--- config.mk ---
export PLATFORM = sky130hd
export DESIGN_NAME = wb_data_interconnect
export DESIGN_NICKNAME = d
export VERILOG_FILES = /design/src/rtl/wb_ic_pkg.sv /design/src/rtl/wb_ic_decoder.sv /design/src/rtl/wb_data_interconnect.sv
export SDC_FILE = /design/constraint.sdc
export NUM_CORES = 1
export LEC_CHECK = 0
export CORE_AREA = 3 3 262 264
export DETAILED_ROUTE_END_ITERATION = 16
export DIE_AREA = 0 0 265 267
export DONT_BUFFER_PORTS = 1
export GPL_TIMING_DRIVEN = 0
export PLACE_DENSITY = 0.3
export SLEW_MARGIN = 20
export SYNTH_ARGS = -nofsm -noshare
export SYNTH_HDL_FRONTEND = slang
export SYNTH_HIERARCHICAL = 1
export SYNTH_SLANG_ARGS = --single-unit
--- constraint.sdc ---
create_clock -name clk -period 2.5 [get_ports clk]
set_input_delay 0.75 -clock clk [delete_from_list [all_inputs] [get_ports clk]]
set_output_delay 0.75 -clock clk [all_outputs]
set_load 0.005 [all_outputs]
--- src/rtl/wb_ic_pkg.sv ---
`default_nettype none
// ============================================================================
//  Module   : wb_ic_pkg
//  Brief    : Shared types and SoC memory-map constants for the Wishbone
//             data-bus interconnect.
//  Revision : 1.0  initial release
// ============================================================================
package wb_ic_pkg;

    // Transaction FSM states
    typedef enum logic [1:0] {
        ST_IDLE   = 2'd0,
        ST_ACTIVE = 2'd1,
        ST_RESP   = 2'd2,
        ST_DECERR = 2'd3
    } ic_state_t;

    // Default SoC memory map
    localparam logic [31:0] c_mem_base  = 32'h0000_0000;
    localparam logic [31:0] c_mem_mask  = 32'hE000_0000;
    localparam logic [31:0] c_pwm_base  = 32'h4000_0000;
    localparam logic [31:0] c_pwm_mask  = 32'hFFFF_0000;
    localparam logic [31:0] c_adc_base  = 32'h4001_0000;
    localparam logic [31:0] c_adc_mask  = 32'hFFFF_0000;
    localparam logic [31:0] c_prot_base = 32'h4002_0000;
    localparam logic [31:0] c_prot_mask = 32'hFFFF_0000;
    localparam logic [31:0] c_comm_base = 32'h4003_0000;
    localparam logic [31:0] c_comm_mask = 32'hFFFF_0000;

    // Slave port indices in the default map
    localparam int c_slv_mem  = 0;
    localparam int c_slv_pwm  = 1;
    localparam int c_slv_adc  = 2;
    localparam int c_slv_prot = 3;
    localparam int c_slv_comm = 4;

    // Flattened default windows, slave 0 in the least significant word
    localparam logic [5*32-1:0] c_default_base =
        {c_comm_base, c_prot_base, c_adc_base, c_pwm_base, c_mem_base};
    localparam logic [5*32-1:0] c_default_mask =
        {c_comm_mask, c_prot_mask, c_adc_mask, c_pwm_mask, c_mem_mask};

endpackage
`default_nettype wire

--- src/rtl/wb_ic_decoder.sv ---
`default_nettype none
// ============================================================================
//  Module   : wb_ic_decoder
//  Brief    : Base/mask address compare for every slave window, followed by a
//             priority encoder (lowest index wins) giving a one-hot hit and a
//             miss flag.
//  Revision : 1.0  initial release
// ============================================================================
module wb_ic_decoder
    import wb_ic_pkg::*;
#(
    parameter int                         N_SLAVES = 5,
    parameter int                         ADDR_W   = 32,
    parameter logic [N_SLAVES*ADDR_W-1:0] SLV_BASE = '0,
    parameter logic [N_SLAVES*ADDR_W-1:0] SLV_MASK = '0
) (
    input  logic [ADDR_W-1:0]   i_adr,
    output logic [N_SLAVES-1:0] o_hit,
    output logic                o_miss
);

    logic [N_SLAVES-1:0] w_match;

    generate
        for (genvar gi = 0; gi < N_SLAVES; gi++) begin : g_cmp
            assign w_match[gi] =
                ((i_adr & SLV_MASK[gi*ADDR_W +: ADDR_W]) == SLV_BASE[gi*ADDR_W +: ADDR_W]);
        end
    endgenerate

    // Priority encode: scan downward so the lowest matching index is kept
    always_comb begin
        o_hit = '0;
        for (int i = N_SLAVES - 1; i >= 0; i--) begin
            if (w_match[i]) begin
                o_hit    = '0;
                o_hit[i] = 1'b1;
            end
        end
    end

    assign o_miss = ~|w_match;

endmodule
`default_nettype wire

--- src/rtl/wb_data_interconnect.sv ---
`default_nettype none
// ============================================================================
//  Module   : wb_data_interconnect
//  Brief    : Single-master, N-slave Wishbone classic interconnect with a
//             registered grant, decode-error and timeout responses, master
//             abort handling and sticky fault address/count status.
//  Revision : 1.0  initial release
// ============================================================================
module wb_data_interconnect
    import wb_ic_pkg::*;
#(
    parameter int                         N_SLAVES       = 5,
    parameter int                         ADDR_W         = 32,
    parameter int                         DATA_W         = 32,
    parameter logic [N_SLAVES*ADDR_W-1:0] SLV_BASE       = c_default_base,
    parameter logic [N_SLAVES*ADDR_W-1:0] SLV_MASK       = c_default_mask,
    parameter int                         TIMEOUT_CYCLES = 255
) (
    input  logic                         clk,
    input  logic                         rst,
    // master side
    input  logic [ADDR_W-1:0]            m_adr_i,
    input  logic [DATA_W-1:0]            m_dat_i,
    input  logic                         m_we_i,
    input  logic [DATA_W/8-1:0]          m_sel_i,
    input  logic                         m_cyc_i,
    input  logic                         m_stb_i,
    output logic [DATA_W-1:0]            m_dat_o,
    output logic                         m_ack_o,
    output logic                         m_err_o,
    // slave side
    output logic [N_SLAVES*ADDR_W-1:0]   s_adr_o,
    output logic [N_SLAVES*DATA_W-1:0]   s_dat_o,
    output logic [N_SLAVES-1:0]          s_we_o,
    output logic [N_SLAVES*DATA_W/8-1:0] s_sel_o,
    output logic [N_SLAVES-1:0]          s_cyc_o,
    output logic [N_SLAVES-1:0]          s_stb_o,
    input  logic [N_SLAVES*DATA_W-1:0]   s_dat_i,
    input  logic [N_SLAVES-1:0]          s_ack_i,
    input  logic [N_SLAVES-1:0]          s_err_i,
    // fault status
    output logic                         timeout_irq_o,
    output logic [ADDR_W-1:0]            err_addr_o,
    output logic [15:0]                  err_count_o,
    input  logic                         err_clr_i
);

    localparam int                 c_sel_w   = DATA_W / 8;
    localparam int                 c_cnt_w   = $clog2(TIMEOUT_CYCLES + 1);
    localparam logic [c_cnt_w-1:0] c_tmo_max = c_cnt_w'(TIMEOUT_CYCLES);

    ic_state_t           r_state;
    ic_state_t           w_state_nxt;
    logic [N_SLAVES-1:0] r_grant;
    logic [c_cnt_w-1:0]  r_tmo_cnt;

    logic [N_SLAVES-1:0] w_hit;
    logic                w_miss;
    logic [N_SLAVES-1:0] w_slv_en;
    logic [DATA_W-1:0]   w_rd_data;
    logic                w_slv_ack;
    logic                w_slv_err;

    logic                w_grant_load;
    logic                w_set_ack;
    logic                w_set_err;
    logic                w_timeout;
    logic                w_fault;

    wb_ic_decoder #(
        .N_SLAVES (N_SLAVES),
        .ADDR_W   (ADDR_W),
        .SLV_BASE (SLV_BASE),
        .SLV_MASK (SLV_MASK)
    ) u_decoder (
        .i_adr  (m_adr_i),
        .o_hit  (w_hit),
        .o_miss (w_miss)
    );

    // Route the master request only to the granted slave while ACTIVE
    generate
        for (genvar gi = 0; gi < N_SLAVES; gi++) begin : g_slv
            assign w_slv_en[gi]                    = (r_state == ST_ACTIVE) && r_grant[gi];
            assign s_cyc_o[gi]                     = w_slv_en[gi] & m_cyc_i;
            assign s_stb_o[gi]                     = w_slv_en[gi] & m_cyc_i;
            assign s_we_o[gi]                      = w_slv_en[gi] & m_we_i;
            assign s_adr_o[gi*ADDR_W +: ADDR_W]    = w_slv_en[gi] ? m_adr_i : '0;
            assign s_dat_o[gi*DATA_W +: DATA_W]    = w_slv_en[gi] ? m_dat_i : '0;
            assign s_sel_o[gi*c_sel_w +: c_sel_w]  = w_slv_en[gi] ? m_sel_i : '0;
        end
    endgenerate

    // Response mux: only the granted slave's ack/err/data are visible
    always_comb begin
        w_rd_data = '0;
        w_slv_ack = 1'b0;
        w_slv_err = 1'b0;
        for (int i = 0; i < N_SLAVES; i++) begin
            if (r_grant[i]) begin
                w_rd_data = w_rd_data | s_dat_i[i*DATA_W +: DATA_W];
                w_slv_ack = w_slv_ack | s_ack_i[i];
                w_slv_err = w_slv_err | s_err_i[i];
            end
        end
    end

    // FSM state register
    always_ff @(posedge clk) begin
        if (rst) r_state <= ST_IDLE;
        else     r_state <= w_state_nxt;
    end

    // FSM next state and per-cycle control decisions
    always_comb begin
        w_state_nxt  = r_state;
        w_grant_load = 1'b0;
        w_set_ack    = 1'b0;
        w_set_err    = 1'b0;
        w_timeout    = 1'b0;
        w_fault      = 1'b0;
        case (r_state)
            ST_IDLE: begin
                if (m_cyc_i && m_stb_i) begin
                    if (w_miss) begin
                        w_state_nxt = ST_DECERR;
                        w_set_err   = 1'b1;
                        w_fault     = 1'b1;
                    end else begin
                        w_state_nxt  = ST_ACTIVE;
                        w_grant_load = 1'b1;
                    end
                end
            end
            ST_ACTIVE: begin
                // abort beats any response arriving in the same cycle
                if (!m_cyc_i) begin
                    w_state_nxt = ST_IDLE;
                end else if (w_slv_err) begin
                    w_state_nxt = ST_RESP;
                    w_set_err   = 1'b1;
                end else if (w_slv_ack) begin
                    w_state_nxt = ST_RESP;
                    w_set_ack   = 1'b1;
                end else if (r_tmo_cnt == c_tmo_max) begin
                    w_state_nxt = ST_RESP;
                    w_set_err   = 1'b1;
                    w_timeout   = 1'b1;
                    w_fault     = 1'b1;
                end
            end
            ST_RESP:   w_state_nxt = ST_IDLE;
            ST_DECERR: w_state_nxt = ST_IDLE;
            default:   w_state_nxt = ST_IDLE;
        endcase
    end

    // Grant, timeout counter, response pulses and fault status
    always_ff @(posedge clk) begin
        if (rst) begin
            r_grant       <= '0;
            r_tmo_cnt     <= '0;
            m_dat_o       <= '0;
            m_ack_o       <= 1'b0;
            m_err_o       <= 1'b0;
            timeout_irq_o <= 1'b0;
            err_addr_o    <= '0;
            err_count_o   <= '0;
        end else begin
            m_ack_o       <= w_set_ack;
            m_err_o       <= w_set_err;
            timeout_irq_o <= w_timeout;

            if (w_grant_load) begin
                r_grant   <= w_hit;
                r_tmo_cnt <= '0;
            end else if (r_state == ST_ACTIVE && w_state_nxt == ST_ACTIVE) begin
                r_tmo_cnt <= r_tmo_cnt + 1'b1;
            end

            if (w_set_ack) m_dat_o <= w_rd_data;

            if (w_fault) err_addr_o <= m_adr_i;

            // a clear that lands on a fault still counts that fault
            if (err_clr_i) begin
                err_count_o <= w_fault ? 16'd1 : 16'd0;
            end else if (w_fault && err_count_o != 16'hFFFF) begin
                err_count_o <= err_count_o + 16'd1;
            end
        end
    end

endmodule
`default_nettype wire

==> impl_metrics.json <==
{
  "synth_nets": 1215,
  "first_iter_violations": 832,
  "skew_ps": 9.815,
  "whs_endpoint": "r_tmo_cnt[6]",
  "cp_max_fo": 10,
  "io_pins": 682,
  "final_hold_viol_count": 0,
  "grt_pass1_vias": 8826,
  "powerDensity_nw_per_um2": 360.1,
  "avgSynthCellArea_um2": 7.335,
  "grt_max_degree": 17,
  "overflow": 0,
  "final_cell_mix": "285 x and3_1, 92 x dfxtp_1, 80 x nand2_1",
  "dpl_cell_area_um2": 8262,
  "cts_tree": "yes",
  "finalSetupViolations": 132,
  "core_um2": 66800,
  "antenna_found_initial": 17,
  "grt_first_pass_wirelength_mm": 78.93,
  "synth-seq-cells": 98,
  "start_util": 0.1064,
  "fmax_mhz": 384.7,
  "clockBufferDepth": 2,
  "ant_nets": 0,
  "hold_start": "r_tmo_cnt[6]",
  "cts_inserted_buffers": 9,
  "hpwl_mm": 47.85,
  "start_kind": "register",
  "port_buffers": 0,
  "cts-root-buf": "clkbuf_16",
  "dieArea_um2": 70760,
  "place_inst": 1844,
  "end_kind": "output port",
  "place_congestion": 0.8874,
  "via_per_inst": 4.803,
  "ys_top_cells_by_area": "and3_1 30%, dfxtp_1 28%, clkbuf_1 6.6%",
  "maxCapViolations": 0,
  "p_leak_nw": 4.242,
  "hold_ws_ps": 477.5,
  "die_y_um": 267,
  "final_util": 0.1484,
  "cts_sinks": 98,
  "cp_data_arrival_time_ps": 1850,
  "drv_slew": 0,
  "cp_slowest_cell": "dfxtp_2",
  "reg2reg_slack_ps": 50,
  "fin_setup_tns_ps": -3744,
  "syn_area_um2": 7108,
  "synth.top_cell.area_share": 0.3045,
  "clk_pin_slew_worst_paths_ps": 80,
  "final_common_cell": "and3_1",
  "syn2layout_area_growth_pct": 39.48,
  "final_cells": 1894,
  "rr_worst_depth": 9,
  "rsz0062_at_grt": "true",
  "row_count": 95,
  "async_flop_share": 0,
  "clock_latency_ps": 380,
  "worst_slew_pin_slew_ps": 992.1,
  "via_count": 9097,
  "hold_path.class": "reg2reg",
  "synthCells": 969,
  "timing.final.crit_period_ps": 2599,
  "drive_gt1_frac": 0.2386,
  "cp_common_cell": "clkbuf_16",
  "nFillCells": 7674,
  "required_ps": 1750,
  "grt_usage": 0.1620,
  "violations": "negative setup slack",
  "cp_slowest_stage_delay_ps": 340,
  "nets": 1248,
  "r2r_start": "r_grant[1]",
  "synth-edff-count": 0,
  "ys_types": 49,
  "peakVddDrop_mv": 0.2240,
  "yosys_warnings": 6,
  "period_share": 1.040,
  "dp_slack_ps": -2067,
  "cp_top_family": "buffers and inverters",
  "layout_setup_ws_ps": -99.14,
  "h-tree-depth": 3,
  "max_slew_margin": 0.3386,
  "status": "finished, violations left",
  "critPathBufInv": 4,
  "synth-seq-area-share": 0.2760,
  "yosysTopAreaCell": "and3_1",
  "drt-wirelength-per-cell_um": 32.22,
  "path_class": "reg2out",
  "drc": 0,
  "hold_depth": 2,
  "r2r_end": "err_count_o[8]",
  "synthFlopType": "dfxtp_1",
  "dr.pass1.iters": 7,
  "wl_mm": 61.02,
  "crit_path_cell_trace": "nor2b_4, buf_12, clkbuf_16, clkbuf_16, clkbuf_4, and3_4",
  "die_w_um": 265,
  "finalPower_mw": 3.571,
  "postLayoutCellArea_um2": 9915
}
-- how the worst max path moves through the flow --
| stage | endpoint | from | slack (ps) | cells past startpoint |
|---|---|---|---|---|
| finish | s_dat_o[121] | r_state[0] | -100 | 6 |
| global route | s_sel_o[14] | r_state[1] | -180 | 6 |
| CTS | s_sel_o[14] | r_state[0] | -140 | 6 |
| detailed placement | s_sel_o[14] | r_state[0] | -2070 | 5 |
| floorplan | err_addr_o[27] | m_adr_i[19] | -20 | 9 |
| global placement | s_sel_o[14] | r_state[0] | -2020 | 5 |
-- flip-flops by register name, summed over array words and instances (netlist names), 2 cells and up --
name / count
r_state: 2
r_tmo_cnt: 8
err_count_o: 16
err_addr_o: 32
r_grant: 5
m_dat_o: 32
-- synthesized netlist by cell type, types with 3 or more instances --
cell / number
a21oi_1: 48
a222oi_1: 34
a22oi_1: 34
a311oi_1: 32
and2_1: 6
and3_1: 346
and4_1: 5
buf_2: 3
buf_4: 5
clkbuf_1: 125
dfxtp_1: 98
mux2i_1: 9
nand2_1: 82
nand3_1: 9
nand4_1: 4
nor2_1: 52
nor2b_1: 5
nor3_1: 4
nor4_1: 6
o21ai_0: 4
o31ai_1: 9
or4_1: 9
xnor2_1: 3
-- kinds of logic (layout without fill, tap and decap cells) --
| kind of cell | after synthesis | count (layout) | synth area share |
|---|---|---|---|
| buf+inv | 138 | 175 | 0.07727 |
| flops | 98 | 98 | 0.2760 |
| simple gates | 543 | 543 | 0.4392 |
| mux | 9 | 9 | 0.01267 |
| xor+xnor | 3 | 3 | 0.003697 |
| other cells | 0 | 15 | 0 |
| fa+ha+maj | 2 | 2 | 0.003520 |
| compound gates | 176 | 176 | 0.1876 |
-- final cells by class --
cell class	count	area, um^2	area share
multi-input combinational	733	4979	0.5021
clock inverter	4	35.03	0.003534
inverter	2	7.507	0.0007572
timing repair buffer	33	417.9	0.04215
clock buffer	11	242.7	0.02448
antenna	15	37.54	0.003786
sequential	98	1974	0.1991
buffer	125	1129	0.1138
tap	873	1092	0.1102
-- worst min-delay path, stage by stage (launching register included) --
cell,delay [ps]
dfxtp_1,330
nand2_1,60
mux2i_1,50
-- layer usage --
metal	wire, um	track usage	vias up
met3	6015	0.05669	117
li1	-	-	3742
met4	2355	0.06869	0
met2	27800	0.2629	742
met5	0	0	-
met1	24850	0.1946	4496
-- repair_timing --
| item | in CTS | in global routing |
|---|---|---|
| gates cloned | 4 | 3 |
| gates resized for setup | 260 | 84 |
| buffers inserted | 13 | 12 |
| setup endpoints to repair | 439 | 316 |
| hold buffers | 0 | 0 |
| pin swaps | 14 | 17 |
-- report_power, final --
| group | switching (mW) | internal (mW) |
|---|---|---|
| Clock | 0.787 | 0.713 |
| Combinational | 0.279 | 0.176 |
| Sequential | 0.0282 | 1.59 |
No activity file was read; power rests on OpenSTA's default activity.
